### src/rtl/pc_sequencer.sv
// pc_sequencer: program-counter sequencer for the MAK-8 fetch stage.
//
// Produces the fetch PC. On every edge it applies the single highest-priority request and drops
// the rest. Supported requests are stall, absolute jump, relative branch, and call/return through
// a small hardware return stack.
//
// Optional feature: define PC_SEQ_IRQ_EN to add the interrupt vector path. This adds the
// irq_req/irq_ack ports and an internal irq_busy flag.
//
// Ports:
//   clk          system clock, all state updates on the rising edge
//   rst          synchronous active-high reset
//   stall        hold all state this cycle, drop every request
//   jump         pc <= target
//   branch       pc <= pc + 1 + sext(offset)
//   call         push pc+1, pc <= target
//   ret          pop, pc <= popped address
//   target       absolute destination for jump/call
//   offset       signed branch offset
//   pc_out       current PC (registered)
//   stack_empty  no return addresses held
//   stack_full   STACK_DEPTH return addresses held
//   stack_err    sticky overflow/underflow flag, cleared only by reset
//   irq_req      level interrupt request            (PC_SEQ_IRQ_EN only)
//   irq_ack      one-cycle interrupt acceptance pulse (PC_SEQ_IRQ_EN only)
module pc_sequencer #(
    parameter int unsigned        ADDR_W      = 16,
    parameter logic [ADDR_W-1:0]  RESET_VEC   = ADDR_W'(0),
    parameter int unsigned        OFF_W       = 8,
    parameter int unsigned        STACK_DEPTH = 4,
    parameter logic [ADDR_W-1:0]  IRQ_VEC     = ADDR_W'(8)
) (
    input  logic              clk,
    input  logic              rst,
    input  logic              stall,
    input  logic              jump,
    input  logic              branch,
    input  logic              call,
    input  logic              ret,
    input  logic [ADDR_W-1:0] target,
    input  logic [OFF_W-1:0]  offset,
`ifdef PC_SEQ_IRQ_EN
    input  logic              irq_req,
    output logic              irq_ack,
`endif
    output logic [ADDR_W-1:0] pc_out,
    output logic              stack_empty,
    output logic              stack_full,
    output logic              stack_err
);

    // The pointer must be able to hold STACK_DEPTH itself (the "full" value).
    localparam int unsigned PTR_W = $clog2(STACK_DEPTH + 1);
    localparam int unsigned IDX_W = (STACK_DEPTH > 1) ? $clog2(STACK_DEPTH) : 1;
    localparam logic [PTR_W-1:0] SP_FULL = PTR_W'(STACK_DEPTH);

    logic [ADDR_W-1:0] pc_q, pc_d;
    logic [PTR_W-1:0]  sp_q, sp_d;
    logic              err_q, err_d;

    logic [ADDR_W-1:0] stack_mem [STACK_DEPTH];
    logic              push_en;
    logic [ADDR_W-1:0] push_data;
    logic [IDX_W-1:0]  wr_idx, rd_idx;

    logic [ADDR_W-1:0] pc_inc;
    logic [ADDR_W-1:0] branch_pc;
    logic              is_empty, is_full;

    assign pc_inc    = pc_q + ADDR_W'(1);
    // The size cast on a signed operand sign-extends the offset to the PC width.
    assign branch_pc = pc_inc + ADDR_W'($signed(offset));
    assign is_empty  = (sp_q == '0);
    assign is_full   = (sp_q == SP_FULL);
    assign wr_idx    = IDX_W'(sp_q);
    assign rd_idx    = IDX_W'(sp_q - PTR_W'(1));

`ifdef PC_SEQ_IRQ_EN
    logic irq_busy_q, irq_busy_d;
    logic irq_ack_q, irq_ack_d;
    logic irq_take;

    // A full stack holds the interrupt off silently; no error is raised.
    assign irq_take = irq_req & ~irq_busy_q & ~stall & ~is_full;
    assign irq_ack  = irq_ack_q;
`else
    logic [ADDR_W-1:0] unused_irq_vec;
    assign unused_irq_vec = IRQ_VEC;
`endif

    always_comb begin
        pc_d      = pc_q;
        sp_d      = sp_q;
        err_d     = err_q;
        push_en   = 1'b0;
        push_data = pc_inc;
`ifdef PC_SEQ_IRQ_EN
        irq_busy_d = irq_busy_q;
        irq_ack_d  = 1'b0;
`endif
        if (!stall) begin
`ifdef PC_SEQ_IRQ_EN
            if (irq_take) begin
                // Return to the instruction that was about to execute, not the one after it.
                push_en    = 1'b1;
                push_data  = pc_q;
                sp_d       = sp_q + PTR_W'(1);
                pc_d       = IRQ_VEC;
                irq_busy_d = 1'b1;
                irq_ack_d  = 1'b1;
            end else
`endif
            if (ret) begin
                if (!is_empty) begin
                    sp_d = sp_q - PTR_W'(1);
                    pc_d = stack_mem[rd_idx];
`ifdef PC_SEQ_IRQ_EN
                    irq_busy_d = 1'b0;
`endif
                end else begin
                    err_d = 1'b1;
                    pc_d  = pc_inc;
                end
            end else if (call) begin
                if (!is_full) begin
                    push_en = 1'b1;
                    sp_d    = sp_q + PTR_W'(1);
                    pc_d    = target;
                end else begin
                    err_d = 1'b1;
                    pc_d  = pc_inc;
                end
            end else if (jump) begin
                pc_d = target;
            end else if (branch) begin
                pc_d = branch_pc;
            end else begin
                pc_d = pc_inc;
            end
        end
    end

    always_ff @(posedge clk) begin
        if (rst) begin
            pc_q  <= RESET_VEC;
            sp_q  <= '0;
            err_q <= 1'b0;
`ifdef PC_SEQ_IRQ_EN
            irq_busy_q <= 1'b0;
            irq_ack_q  <= 1'b0;
`endif
        end else begin
            pc_q  <= pc_d;
            sp_q  <= sp_d;
            err_q <= err_d;
`ifdef PC_SEQ_IRQ_EN
            irq_busy_q <= irq_busy_d;
            irq_ack_q  <= irq_ack_d;
`endif
        end
    end

    // Stack storage needs no reset; only the pointer defines which entries are live.
    always_ff @(posedge clk) begin
        if (!rst && push_en) begin
            stack_mem[wr_idx] <= push_data;
        end
    end

    assign pc_out      = pc_q;
    assign stack_empty = is_empty;
    assign stack_full  = is_full;
    assign stack_err   = err_q;

endmodule

### config.mk
export PLATFORM = sky130hd
export DESIGN_NAME = pc_sequencer
export DESIGN_NICKNAME = d
export VERILOG_FILES = /design/src/rtl/pc_sequencer.sv
export SDC_FILE = /design/constraint.sdc
export NUM_CORES = 1
export LEC_CHECK = 0
export CORE_MARGIN = 2
export CORE_UTILIZATION = 48
export CTS_BUF_LIST = sky130_fd_sc_hd__clkbuf_8
export CTS_CLUSTER_DIAMETER = 60
export DETAILED_ROUTE_END_ITERATION = 10
export GPL_ROUTABILITY_DRIVEN = 0
export PLACE_DENSITY = 0.68
export SKIP_CTS_REPAIR_TIMING = 1
export SLEW_MARGIN = 5
export SYNTH_ARGS = -nofsm -noshare
export SYNTH_HDL_FRONTEND = slang
export SYNTH_SLANG_ARGS = --single-unit
### constraint.sdc
create_clock -name clk -period 3.6 [get_ports clk]
set_input_delay 0.36 -clock clk [delete_from_list [all_inputs] [get_ports clk]]
set_output_delay 0.36 -clock clk [all_outputs]
set_load 0.03 [all_outputs]
; Yosys cells after proc, flatten, opt, wreduce, memory -nomap -nowiden
; Memory sizes are Yosys's and may differ from the RTL's.
; Cells that the tools add are included.
[totals]
inputBits = 31
register_bits = 20
ram_bits = 64
n_memories = 1
[mem_list]
columns = memory, depth, width, rd, rd_ports_with_merged_regs, write_ports, line_no
row1 = stack_mem, 4, 16, 1, 0, 1, 61  ; logic [ADDR_W-1:0] stack_mem [STACK_DEPTH];
[classes]
reduce_logical = 7
eq_ne = 4
n_bitwise = 1
muxes = 20
add_sub_neg = 4
[ops]
columns = operator, n
row1 = two-way mux 16 bit, 6
row2 = "adder 16 x 1 -> 16 bit, second input constant", 1
row3 = adder 16 bit, 1
row4 = two-way mux 3 bit, 4
row5 = two-way mux 1 bit, 10
row6 = AND reduction 4 bit, 2
row7 = "!= test 2 bit, second input constant", 2
row8 = nonzero test 2 bit, 2
row9 = "adder 3 x 1 -> 3 bit, second input constant", 1
row10 = "equality test 3 bit, second input constant", 1
row11 = logical NOT 3 bit, 1
row12 = "subtractor 3 x 1 -> 3 bit, second input constant", 1
row13 = "!= test 2 x 1 -> 1 bit, second input constant", 1
row14 = logical AND 1 bit, 1
row15 = logical NOT 1 bit, 1
row16 = NOT 1 bit, 1

; Longest topological paths before layout
[logic_depth]
depth_word = 8
mapped_depth = 13
depth_no_buf = 12

; Worst setup path before layout
; OpenSTA, ideal clock, no wires.
[synth_timing]
kind = reg-to-reg
start = register pc_q[0], in the netlist pc_out[0]
end = register pc_q[15], in the netlist pc_out[15]
path_slack_ps = 282
setup_time_ps = 103
t_arrival_ps = 3214
required_time_ps = 3497
path_stages_with_launch = 14
path_cell_list = dfxtp_1 > ha_1 > nand3_1 > nor2_1 > and4_1 > xor2_1 > ha_1 > clkbuf_1 > a21oi_1 > o21ai_0 > a221oi_1 > o21ai_0 > xnor2_1 > a2111oi_2
[synth_between]
elab_chain_len = 6
word_cells_on_any_way = 8
cone_classes = add/sub: 2 / mux: 6
[synth_lines]
columns = element, line_no
row1 = start: declaration, 57  ; logic [ADDR_W-1:0] pc_q, pc_d;
row2 = start signal: assignment, 153  ; pc_q <= pc_d;
row3 = adder 16 x 1 -> 16 bit, 70  ; assign pc_inc = pc_q + ADDR_W'(1);
row4 = named net pc_inc[10], 66  ; logic [ADDR_W-1:0] pc_inc;
row5 = adder 16 bit, 72  ; assign branch_pc = pc_inc + ADDR_W'($signed(offset));
row6 = two-way mux 16 bit, 135  ; end else if (branch) begin
row7 = two-way mux 16 bit, 133  ; end else if (jump) begin
row8 = two-way mux 16 bit, 124  ; end else if (call) begin
row9 = two-way mux 16 bit, 113  ; if (ret) begin
; The timed path passes the listed nets, and every way through them passes these cells.
; A chain may end at the register's enable or synchronous reset.

; Worst setup path after layout
[layout_timing]
start = register pc_q[1], in the netlist pc_out[1]
end = register pc_q[15], in the netlist pc_out[15]
; The elaborated chain is that of the path after synthesis.

==> qor.txt <==
antenna violations before repair: 0
Cell Pwr Density: 430 mW/mm^2
DIE AREA: 0.0109 mm^2
nets@finish: 538
Most used DFF post-synth: edfxtp_1
WL/cell: 20.4 um
Worst R2R Setup Slack: 0.31 ns
startpoint types: register
IO Count: 50
syn_area_per_cell: 11.6 um^2
Mapped Nets: 475
worst setup path endpoint: pc_out[15]
data required time of the worst path: 3.87 ns
FF-to-FF End: pc_out[15]
IO buf count: 49
multi-input logic area: 0.00237 mm^2
Yosys cell types: 54
Clk pin slew, worst setup/hold paths: 0.08 ns
status: complete, no violations
Final Critical Period: 3.29 ns
Crit path max-delay family: compound AO/OA/AOI/OAI gates
layout cells sized above 1: 12.8%
CP Cell Sequence: ha_1 -> nand3_1 -> nor2_1 -> and4_1 -> xor2_1 -> ha_1 -> a21oi_1 -> o21ai_0 -> a221oi_1 -> o21ai_0 -> xnor2_1 -> a2111oi_2
first-pass GRT wire length: 19.6 mm
EDFF count, synth: 64
Tightest Hold Check Type: reg2reg
gr usage total: 23.8%
clock sink count: 84
final antenna-violating net count: 0
Remaining Overflow, GRT: 0
FP Rows: 36
core area: 0.00977 mm^2
CTS H-tree lvls: 3
largest net degree at the start of global routing: 21
DRT Pass-1 Iters: 5
Post-synth ARST share: 0%
Power Total: 2.49 mW
Post-Syn Area: 0.00485 mm^2
Pins Over Slew Limit: 0
relative slew slack: 50.4%
Arr. time, crit path: 3.56 ns
vias in the first global route: 3512
slew of the pin with the lowest slew margin: 0.739 ns
Fin Hold WS: 0.489 ns
Synth area leaders: edfxtp_1 (40%), dfxtp_1 (8.3%), mux4_2 (7.0%)
register area share after synthesis: 47.9%
slowest cell on the critical path: dfxtp_1
area leader, netlist: edfxtp_1
layout filler cell count: 836
Max Buffers Root-to-Sink: 2
r2r worst-path depth: 12
FMAX: 304 MHz
synth cell count leaders: edfxtp_1 (64), nand2_1 (32), ha_1 (26), nor2_1 (22), inv_1 (21)
final setup fails: 0
DR vias/cell: 5.91
initial core utilization: 49.6%
most frequent cell after synthesis: edfxtp_1
CTS tree: done
worst path buffer plus inverter count: 0
crit-path max cell delay: 0.44 ns
RSZ-0062 raised after global routing: false
Post-Syn Instances: 417
max_cap viols: 0
Crit Path Class: reg2reg
residual DRC count: 0
FF+latch count, synth: 84
DR vias: 3647
Sequential Area: 0.00232 mm^2
crit path from: pc_out[1]
total negative slack: 0 ns
leakage dissipation: 2.17 nW
CTS buffer count: 9
final hold viol count: 0
Inserted Diodes: 0
die span in x: 104 um
Period Utilization, post-route: 91.4%
CP Depth: 12
synth-to-layout area growth: 19.6%
Critical Path End Type: register
crit path max fanout: 8
Final HPWL DP: 9.45 mm
clk_skew: 0.0123 ns
WL final: 12.6 mm
Yosys warnings: 0
Root Buffer Master: clkbuf_8
post-synth top area share: 39.7%
Worst R2R Start: pc_out[1]
worst vdd ir: 0.181 mV
initial DRC count: 272
Die H: 104 um
clock insertion delay at the later pin of the skew report: 0.36 ns
-- stage by stage --
stage	worst slack (ns)	std cells	utilization (%)	cell area, um^2
floorplan	0.282	417	-	4850
global placement	0.471	602	57.2	5590
detailed placement	0.349	602	57.2	5590
CTS	0.327	617	59.3	5800
global route	0.000989	617	59.3	5800
finish	0.310	617	59.3	5800
-- layout make-up --
type / count / area share, %
inverters: 21 / 1.36
clock buffers: 9 / 2.14
clock inverters: 6 / 1.40
repair buffers: 70 / 11.2
multi-input cells: 294 / 41.0
flip-flops and latches: 84 / 40.1
well taps: 133 / 2.87
-- cells by family (layout without fill, tap and decap cells) --
| family | Yosys count | count (layout) | share of synthesized area (%) |
|---|---|---|---|
| AOI/OAI and AO/OA | 110 | 110 | 16.3 |
| muxes | 24 | 24 | 8.93 |
| buffers and inverters | 39 | 106 | 3.07 |
| xor gates and xnor gates | 28 | 28 | 5.22 |
| DFF | 84 | 84 | 47.9 |
| and+or+nand+nor | 105 | 105 | 11.4 |
| adders and majority gates | 27 | 27 | 7.13 |
-- layer usage --
metal,part of all wire [%],track usage (%)
met1,45,33.5
met3,6.6,3.32
met4,1.9,8.98
met5,0,0
met2,47,37.6
-- flip-flops by register name (all words and copies together) (netlist names) --
| name | count |
|---|---|
| sp_q | 3 |
| pc_out | 16 |
| stack_mem | 64 |
| stack_err | 1 |
-- power breakdown --
| part | switching [mW] | internal, mW | leakage [nW] |
|---|---|---|---|
| clock | 0.322 | 0.383 | 0.112 |
| sequential | 0.0340 | 1.08 | 0.750 |
| combinational | 0.382 | 0.291 | 1.31 |
-- worst register-to-register path, cell delays in order, from the launching register on --
cell and delay, ns:
dfxtp_1 0.44, ha_1 0.25, nand3_1 0.16, nor2_1 0.22, and4_1 0.23, xor2_1 0.26, ha_1 0.37, a21oi_1 0.21
o21ai_0 0.14, a221oi_1 0.27, o21ai_0 0.15, xnor2_1 0.16, a2111oi_2 0.35
-- cell usage in the layout (no fill, tap or decap), types with 3 or more instances in the layout --
cell type | netlist | layout
o21a_1 | 4 | 4
a31oi_1 | 7 | 7
o21ai_0 | 18 | 18
nand2b_1 | 6 | 6
inv_1 | 21 | 23
a221o_1 | 9 | 9
a211oi_1 | 4 | 4
xor2_1 | 10 | 10
ha_1 | 26 | 26
nand4_1 | 5 | 5
edfxtp_1 | 64 | 64
a21o_1 | 12 | 12
a221oi_1 | 10 | 10
mux2i_1 | 5 | 5
xnor2_1 | 17 | 17
clkdlybuf4s50_1 | 0 | 49
nand3_1 | 12 | 12
clkbuf_8 | 0 | 9
nor4_1 | 5 | 5
a21oi_1 | 19 | 19
o211ai_1 | 5 | 5
nor2_1 | 22 | 22
nor3_1 | 7 | 7
buf_4 | 0 | 21
dfxtp_1 | 20 | 20
nand2_1 | 32 | 32
mux4_2 | 15 | 15
o21bai_1 | 3 | 3
a211o_1 | 3 | 3
mux2_2 | 4 | 4
and2_1 | 5 | 5
-- how the worst min path moves through the flow --
| stage | end | cells past startpoint | slack [ns] | startpoint |
|---|---|---|---|---|
| 6_report | stack_err | 2 | 0.49 | stack_err |
| 5_1_grt | stack_err | 2 | 0.53 | stack_err |
| 4_1_cts | stack_err | 2 | 0.49 | stack_err |
| 3_5_place_dp | stack_err | 2 | 0.47 | stack_err |
| 3_3_place_gp | stack_err | 2 | 0.46 | stack_err |
| 2_1_floorplan | pc_out[15] | 1 | 0.43 | rst |
Note: power is estimated with default switching activity, not from simulation.
